==> src/rtl/mem_port_arbiter_if.sv <==
// rtl/mem_port_arbiter_if.sv - requester and RAM-side signal bundle for mem_port_arbiter
interface mem_port_arbiter_if #(
    parameter int AW = 16,
    parameter int DW = 8
);
    logic          req0;
    logic          we0;
    logic [AW-1:0] addr0;
    logic [DW-1:0] wdata0;
    logic          gnt0;
    logic          rvalid0;

    logic          req1;
    logic          we1;
    logic [AW-1:0] addr1;
    logic [DW-1:0] wdata1;
    logic          gnt1;
    logic          rvalid1;

    logic [DW-1:0] rdata;

    logic          mem_en;
    logic          mem_ren;
    logic          mem_wen;
    logic [AW-1:0] mem_addr;
    logic [DW-1:0] mem_wdata;
    logic [DW-1:0] mem_rdata;

    logic          owner;

    // Arbiter side
    modport slave (
        input  req0, we0, addr0, wdata0,
        input  req1, we1, addr1, wdata1,
        input  mem_rdata,
        output gnt0, rvalid0, gnt1, rvalid1, rdata,
        output mem_en, mem_ren, mem_wen, mem_addr, mem_wdata,
        output owner
    );

    // Requester / RAM environment side
    modport master (
        output req0, we0, addr0, wdata0,
        output req1, we1, addr1, wdata1,
        output mem_rdata,
        input  gnt0, rvalid0, gnt1, rvalid1, rdata,
        input  mem_en, mem_ren, mem_wen, mem_addr, mem_wdata,
        input  owner
    );
endinterface

==> src/rtl/mem_port_arbiter.sv <==
// rtl/mem_port_arbiter.sv - two-port sticky-owner arbiter with burst cap for one single-port sync RAM
module mem_port_arbiter #(
    parameter int AW        = 16,
    parameter int DW        = 8,
    parameter int MAX_BURST = 4
) (
    input  logic               clk,
    input  logic               rst,
    mem_port_arbiter_if.slave  bus
);
    localparam int CW = $clog2(MAX_BURST + 1);
    localparam logic [CW-1:0] BURST_CAP = CW'(MAX_BURST);
    localparam logic [CW-1:0] BURST_ONE = CW'(1);

    typedef enum logic {
        OWN0 = 1'b0,
        OWN1 = 1'b1
    } state_t;

    state_t        state;
    state_t        state_nxt;
    logic [CW-1:0] burst_cnt;
    logic [CW-1:0] burst_nxt;
    logic          rvalid0_q;
    logic          rvalid1_q;

    logic          gnt0;
    logic          gnt1;
    logic          cap_hit;
    logic          owner_gnt;
    logic          other_gnt;
    logic          owner_req;
    logic          other_req;
    logic          sel_we;
    logic [AW-1:0] sel_addr;
    logic [DW-1:0] sel_wdata;

    assign cap_hit = (burst_cnt == BURST_CAP);

    // Grant decision: a lone requester always wins; under contention the owner
    // keeps the port until it has used up its burst allowance.
    always_comb begin
        gnt0 = 1'b0;
        gnt1 = 1'b0;
        if (bus.req0 && bus.req1) begin
            if (state == OWN0) begin
                gnt0 = !cap_hit;
                gnt1 = cap_hit;
            end else begin
                gnt1 = !cap_hit;
                gnt0 = cap_hit;
            end
        end else begin
            gnt0 = bus.req0;
            gnt1 = bus.req1;
        end
    end

    always_comb begin
        owner_req = (state == OWN0) ? bus.req0 : bus.req1;
        other_req = (state == OWN0) ? bus.req1 : bus.req0;
        owner_gnt = (state == OWN0) ? gnt0 : gnt1;
        other_gnt = (state == OWN0) ? gnt1 : gnt0;
    end

    // After a handover the new owner's first grant already counts against its
    // burst when the old owner is still waiting, so wait time stays bounded.
    always_comb begin
        state_nxt = state;
        burst_nxt = '0;
        if (owner_gnt) begin
            if (other_req) begin
                burst_nxt = cap_hit ? burst_cnt : burst_cnt + BURST_ONE;
            end
        end else if (other_gnt) begin
            state_nxt = (state == OWN0) ? OWN1 : OWN0;
            burst_nxt = owner_req ? BURST_ONE : '0;
        end
    end

    always_ff @(posedge clk or negedge rst) begin
        if (!rst) begin
            state     <= OWN0;
            burst_cnt <= '0;
        end else begin
            state     <= state_nxt;
            burst_cnt <= burst_nxt;
        end
    end

    // Read-valid pipeline tracks the RAM's one-cycle read latency.
    always_ff @(posedge clk or negedge rst) begin
        if (!rst) begin
            rvalid0_q <= 1'b0;
            rvalid1_q <= 1'b0;
        end else begin
            rvalid0_q <= gnt0 && !bus.we0;
            rvalid1_q <= gnt1 && !bus.we1;
        end
    end

    always_comb begin
        sel_we    = 1'b0;
        sel_addr  = '0;
        sel_wdata = '0;
        if (gnt0) begin
            sel_we    = bus.we0;
            sel_addr  = bus.addr0;
            sel_wdata = bus.wdata0;
        end else if (gnt1) begin
            sel_we    = bus.we1;
            sel_addr  = bus.addr1;
            sel_wdata = bus.wdata1;
        end
    end

    assign bus.gnt0      = gnt0;
    assign bus.gnt1      = gnt1;
    assign bus.mem_en    = gnt0 || gnt1;
    assign bus.mem_wen   = (gnt0 || gnt1) && sel_we;
    assign bus.mem_ren   = (gnt0 || gnt1) && !sel_we;
    assign bus.mem_addr  = sel_addr;
    assign bus.mem_wdata = sel_wdata;
    assign bus.rvalid0   = rvalid0_q;
    assign bus.rvalid1   = rvalid1_q;
    assign bus.rdata     = bus.mem_rdata;
    assign bus.owner     = (state == OWN1);
endmodule
==> src/flat_wrapper.sv <==
// flat-port wrapper written by rule: the top's interface ports become plain ports
module mem_port_arbiter_flat 
#(
    parameter int AW        = 16,
    parameter int DW        = 8,
    parameter int MAX_BURST = 4
)
  (clk, rst, bus_req0, bus_we0, bus_addr0, bus_wdata0, bus_req1, bus_we1, bus_addr1, bus_wdata1, bus_mem_rdata, bus_gnt0, bus_rvalid0, bus_gnt1, bus_rvalid1, bus_rdata, bus_mem_en, bus_mem_ren, bus_mem_wen, bus_mem_addr, bus_mem_wdata, bus_owner);
  mem_port_arbiter_if #(.AW(AW), .DW(DW)) bus_i ();
  input  logic clk;
  input  logic rst;
  input wire logic [$bits(bus_i.req0)-1:0] bus_req0;
  input wire logic [$bits(bus_i.we0)-1:0] bus_we0;
  input wire logic [$bits(bus_i.addr0)-1:0] bus_addr0;
  input wire logic [$bits(bus_i.wdata0)-1:0] bus_wdata0;
  input wire logic [$bits(bus_i.req1)-1:0] bus_req1;
  input wire logic [$bits(bus_i.we1)-1:0] bus_we1;
  input wire logic [$bits(bus_i.addr1)-1:0] bus_addr1;
  input wire logic [$bits(bus_i.wdata1)-1:0] bus_wdata1;
  input wire logic [$bits(bus_i.mem_rdata)-1:0] bus_mem_rdata;
  output wire logic [$bits(bus_i.gnt0)-1:0] bus_gnt0;
  output wire logic [$bits(bus_i.rvalid0)-1:0] bus_rvalid0;
  output wire logic [$bits(bus_i.gnt1)-1:0] bus_gnt1;
  output wire logic [$bits(bus_i.rvalid1)-1:0] bus_rvalid1;
  output wire logic [$bits(bus_i.rdata)-1:0] bus_rdata;
  output wire logic [$bits(bus_i.mem_en)-1:0] bus_mem_en;
  output wire logic [$bits(bus_i.mem_ren)-1:0] bus_mem_ren;
  output wire logic [$bits(bus_i.mem_wen)-1:0] bus_mem_wen;
  output wire logic [$bits(bus_i.mem_addr)-1:0] bus_mem_addr;
  output wire logic [$bits(bus_i.mem_wdata)-1:0] bus_mem_wdata;
  output wire logic [$bits(bus_i.owner)-1:0] bus_owner;
  assign bus_i.req0 = bus_req0;
  assign bus_i.we0 = bus_we0;
  assign bus_i.addr0 = bus_addr0;
  assign bus_i.wdata0 = bus_wdata0;
  assign bus_i.req1 = bus_req1;
  assign bus_i.we1 = bus_we1;
  assign bus_i.addr1 = bus_addr1;
  assign bus_i.wdata1 = bus_wdata1;
  assign bus_i.mem_rdata = bus_mem_rdata;
  assign bus_gnt0 = bus_i.gnt0;
  assign bus_rvalid0 = bus_i.rvalid0;
  assign bus_gnt1 = bus_i.gnt1;
  assign bus_rvalid1 = bus_i.rvalid1;
  assign bus_rdata = bus_i.rdata;
  assign bus_mem_en = bus_i.mem_en;
  assign bus_mem_ren = bus_i.mem_ren;
  assign bus_mem_wen = bus_i.mem_wen;
  assign bus_mem_addr = bus_i.mem_addr;
  assign bus_mem_wdata = bus_i.mem_wdata;
  assign bus_owner = bus_i.owner;
  mem_port_arbiter #(.AW(AW), .DW(DW), .MAX_BURST(MAX_BURST)) u_core (.clk(clk), .rst(rst), .bus(bus_i));
endmodule
==> config.mk <==
export PLATFORM = sky130hd
export DESIGN_NAME = mem_port_arbiter_flat
export DESIGN_NICKNAME = d
export VERILOG_FILES = /design/src/rtl/mem_port_arbiter_if.sv /design/src/rtl/mem_port_arbiter.sv /design/src/flat_wrapper.sv
export SDC_FILE = /design/constraint.sdc
export NUM_CORES = 1
export LEC_CHECK = 0
export ABC_AREA = 1
export BUFFER_PORTS_ARGS = -buffer_cell sky130_fd_sc_hd__buf_2
export CORE_MARGIN = 2
export CORE_UTILIZATION = 34
export DETAILED_ROUTE_END_ITERATION = 7
export MAX_ROUTING_LAYER = met4
export PLACE_DENSITY = 0.95
export SKIP_CTS_REPAIR_TIMING = 1
export SYNTH_ARGS = -nofsm -noshare
export SYNTH_HDL_FRONTEND = slang
export SYNTH_SLANG_ARGS = --single-unit
export TNS_END_PERCENT = 5
==> constraint.sdc <==
create_clock -name clk -period 3.5 [get_ports clk]
set_input_delay 0 -clock clk [delete_from_list [all_inputs] [get_ports clk]]
set_output_delay 0 -clock clk [all_outputs]
set_load 0.02 [all_outputs]
==> summary.txt <==
Clock Tree Root = clkbuf_4
Final Slew Violations = 0
RSZ-0062 raised after global routing = no
Rel. slew slack = 81.8%
Max Cap Violations = 0
pwr/cell area = 271 mW/mm²
Tcrit/Tclk final = 54.4%
1st-iter DRT viols = 13
All-Layer GR Usage = 17.9%
# DRC = 0
Clock Sinks = 6
clk_lat worst skew = 0.25 ns
nets@finish = 276
synth unique cells = 18
Setup violations, final = 0
PortBufs = 85
global placer's final weighted congestion = 0.876
Post-Syn Nets = 196
first-pass GRT wire length = 3600 µm
Critical Path RT = 3.50 ns
post-synthesis average cell area = 6.02 µm²
Clock transition at path regs = 0.05 ns
async set-reset flop share out of synthesis = 100%
DP Wirelength = 1930 µm
largest net degree at the start of global routing = 26
FMAX = 526 MHz
register bit total from synthesis = 6
Synth Flop Type = dfrtp_1
DIE HEIGHT = 52.3 µm
Worst Tran Pin Value = 0.272 ns
DIE AREA = 0.00274 mm²
clock buffer depth = 2
number of synthesized flops with an enable pin = 0
final cell count without fillers = 238
register area share after synthesis = 18.9%
Mapped Cells = 132
Net Switching = 0.141 mW
Seq. cell area = 150 µm²
I/O pin count = 102
internal cell power = 0.181 mW
multi-input combinational cell area = 480 µm²
Routed WL = 2400 µm
Comb pwr share = 55.0%
cts bufs inserted = 3
endpoints failing hold = 0
Tmin final = 1.90 ns
cells along the critical path = inv_1, ha_1, nand2_2, nand2_2, nand2_1, nand2_2, nand2_4, inv_4, nand2_1, nand2_1, buf_2
most common cell in the netlist = nand2_1
starting density of the core = 35.9%
status = completed
Min-Delay Path Class = input port to primary output
wire length per cell = 10.1 µm
Setup TNS = 0 ns
area of the mapped netlist = 795 µm²
Synth area leader = nand2_1
core area = 0.00221 mm²
via count = 1059
row count = 17
Critical Path AT = 1.90 ns
critical path fanouts, max = 25
Max VDD drop = 0.000205 V
worst clock skew = 0.00501 ns
Clock power frac = 20.6%
Synth top cells by count = 68 x nand2_1, 15 x nand2_2, 9 x buf_4
CTS H-tree depth = 1
vias in the first global route = 863
Yosys warnings = 0
diodes inserted = 0
CTS tree = built
Die Width = 52.3 µm
first-pass iteration count of the detailed router = 4
LEAKAGE = 0.788 nW
critical setup path kind = register to primary output
Place WS = 1.88 ns
ANT nets after route = 0
Synth top area share = 32.1%
Synth-to-Final Area Change = 49.3%
Synth area leaders = nand2_1 32%, dfrtp_1 19%, nand2_2 12%
Worst setup EP type = primary output
slowest stage cell on the critical path = dfrtp_1
Buf/Inv on CP = 3
Sequential Power Share = 24.4%
number of filler cells placed in the layout = 223
share of layout cells above drive strength 1 = 51.4%
switching share of power = 43.7%
total power = 0.322 mW
CP Launch Type = register
dpl cells = 232
initial antenna violation count = 0
routed vias/inst = 4.45
final worst slack = 1.60 ns
peak per-stage delay on the critical path = 0.40 ns
GRT Residual Overflow = 0
delay-heaviest family, CP = simple AND/OR/NAND/NOR gates
==> layout by cell type, fill, tap and decap left out, types with 2 or more instances in the layout <==
master / count
buf_2: 85
nand2_1: 68
nand2_2: 15
inv_1: 7
nor2_1: 7
dfrtp_1: 6
nand3_1: 4
clkbuf_4: 3
dlygate4sd3_1: 3
inv_4: 2
o211ai_1: 2
ha_1: 2
==> sequential cells by signal (all words and copies together) (netlist names) <==
register / cells
u_core.bus.rvalid0: 1
u_core.burst_cnt: 3
u_core.bus.owner: 1
u_core.bus.rvalid1: 1
==> path summary, 6_finish.rpt <==
| check | from | to | slack (ns) | cells after the start |
|---|---|---|---|---|
| setup / recovery | u_core.burst_cnt[0] | bus_mem_wdata[0] | 1.60 | 11 |
| hold / removal | bus_mem_rdata[5] | bus_rdata[5] | 0.000009 | 0 |
| setup reg to reg | u_core.burst_cnt[0] | u_core.burst_cnt[0] | 2.21 | 7 |
| hold reg to reg | u_core.burst_cnt[0] | u_core.burst_cnt[0] | 0.59 | 3 |
| max in group asynchronous | rst | u_core.bus.rvalid1 | 3.23 | 2 |
| min in group asynchronous | rst | u_core.burst_cnt[2] | 0.12 | 2 |
==> power by group through the flow <==
| stage | combinational [mW] | clock, mW | sequential (mW) |
|---|---|---|---|
| after global routing | 0.197 | 0.0731 | 0.0789 |
| after CTS | 0.176 | 0.0670 | 0.0783 |
| final | 0.177 | 0.0663 | 0.0786 |
| after detailed placement | 0.175 | 0 | 0.0794 |
| after global placement | 0.171 | 0 | 0.0788 |
| after floorplan | 0.124 | 0 | 0.0819 |
==> routing by layer <==
metal	global-route usage, %	up-vias	share of wire [%]
li1	-	546	-
met4	5.98	0	0.83
met2	32.7	59	52
met1	20.0	450	37
met3	2.29	4	10
met5	-	-	0
==> area by class of cell <==
type | count | share of cell area (%)
Timing Repair Buffer | 88 | 38.4
Tap cell | 28 | 2.95
Clock buffer | 3 | 1.90
Sequential cell | 6 | 12.7
Multi-Input combinational cell | 103 | 40.5
Inverter | 10 | 3.59
==> logic make-up (layout without fill, tap and decap cells) <==
family,count (synthesis),after routing,share of synthesized area (%)
AOI/OAI and AO/OA,4,4,3.78
xor gates and xnor gates,1,1,1.10
adders and majority gates,2,2,3.15
buffers and inverters,23,101,20.6
DFF,6,6,18.9
and+or+nand+nor,96,96,52.4
==> stage by stage <==
| step | cell area (µm²) | hold slack (ns) | utilization (%) |
|---|---|---|---|
| finish | 1190 | 0.00000885 | 53.6 |
| global route | 1190 | 0.0000308 | 53.6 |
| CTS | 1160 | -0.428 | 52.3 |
| detailed placement | 1130 | -0.165 | 51.2 |
| global placement | 1130 | -0.175 | 51.2 |
| floorplan | 795 | -0.296 | - |
Power figures use the tool's default switching activity.
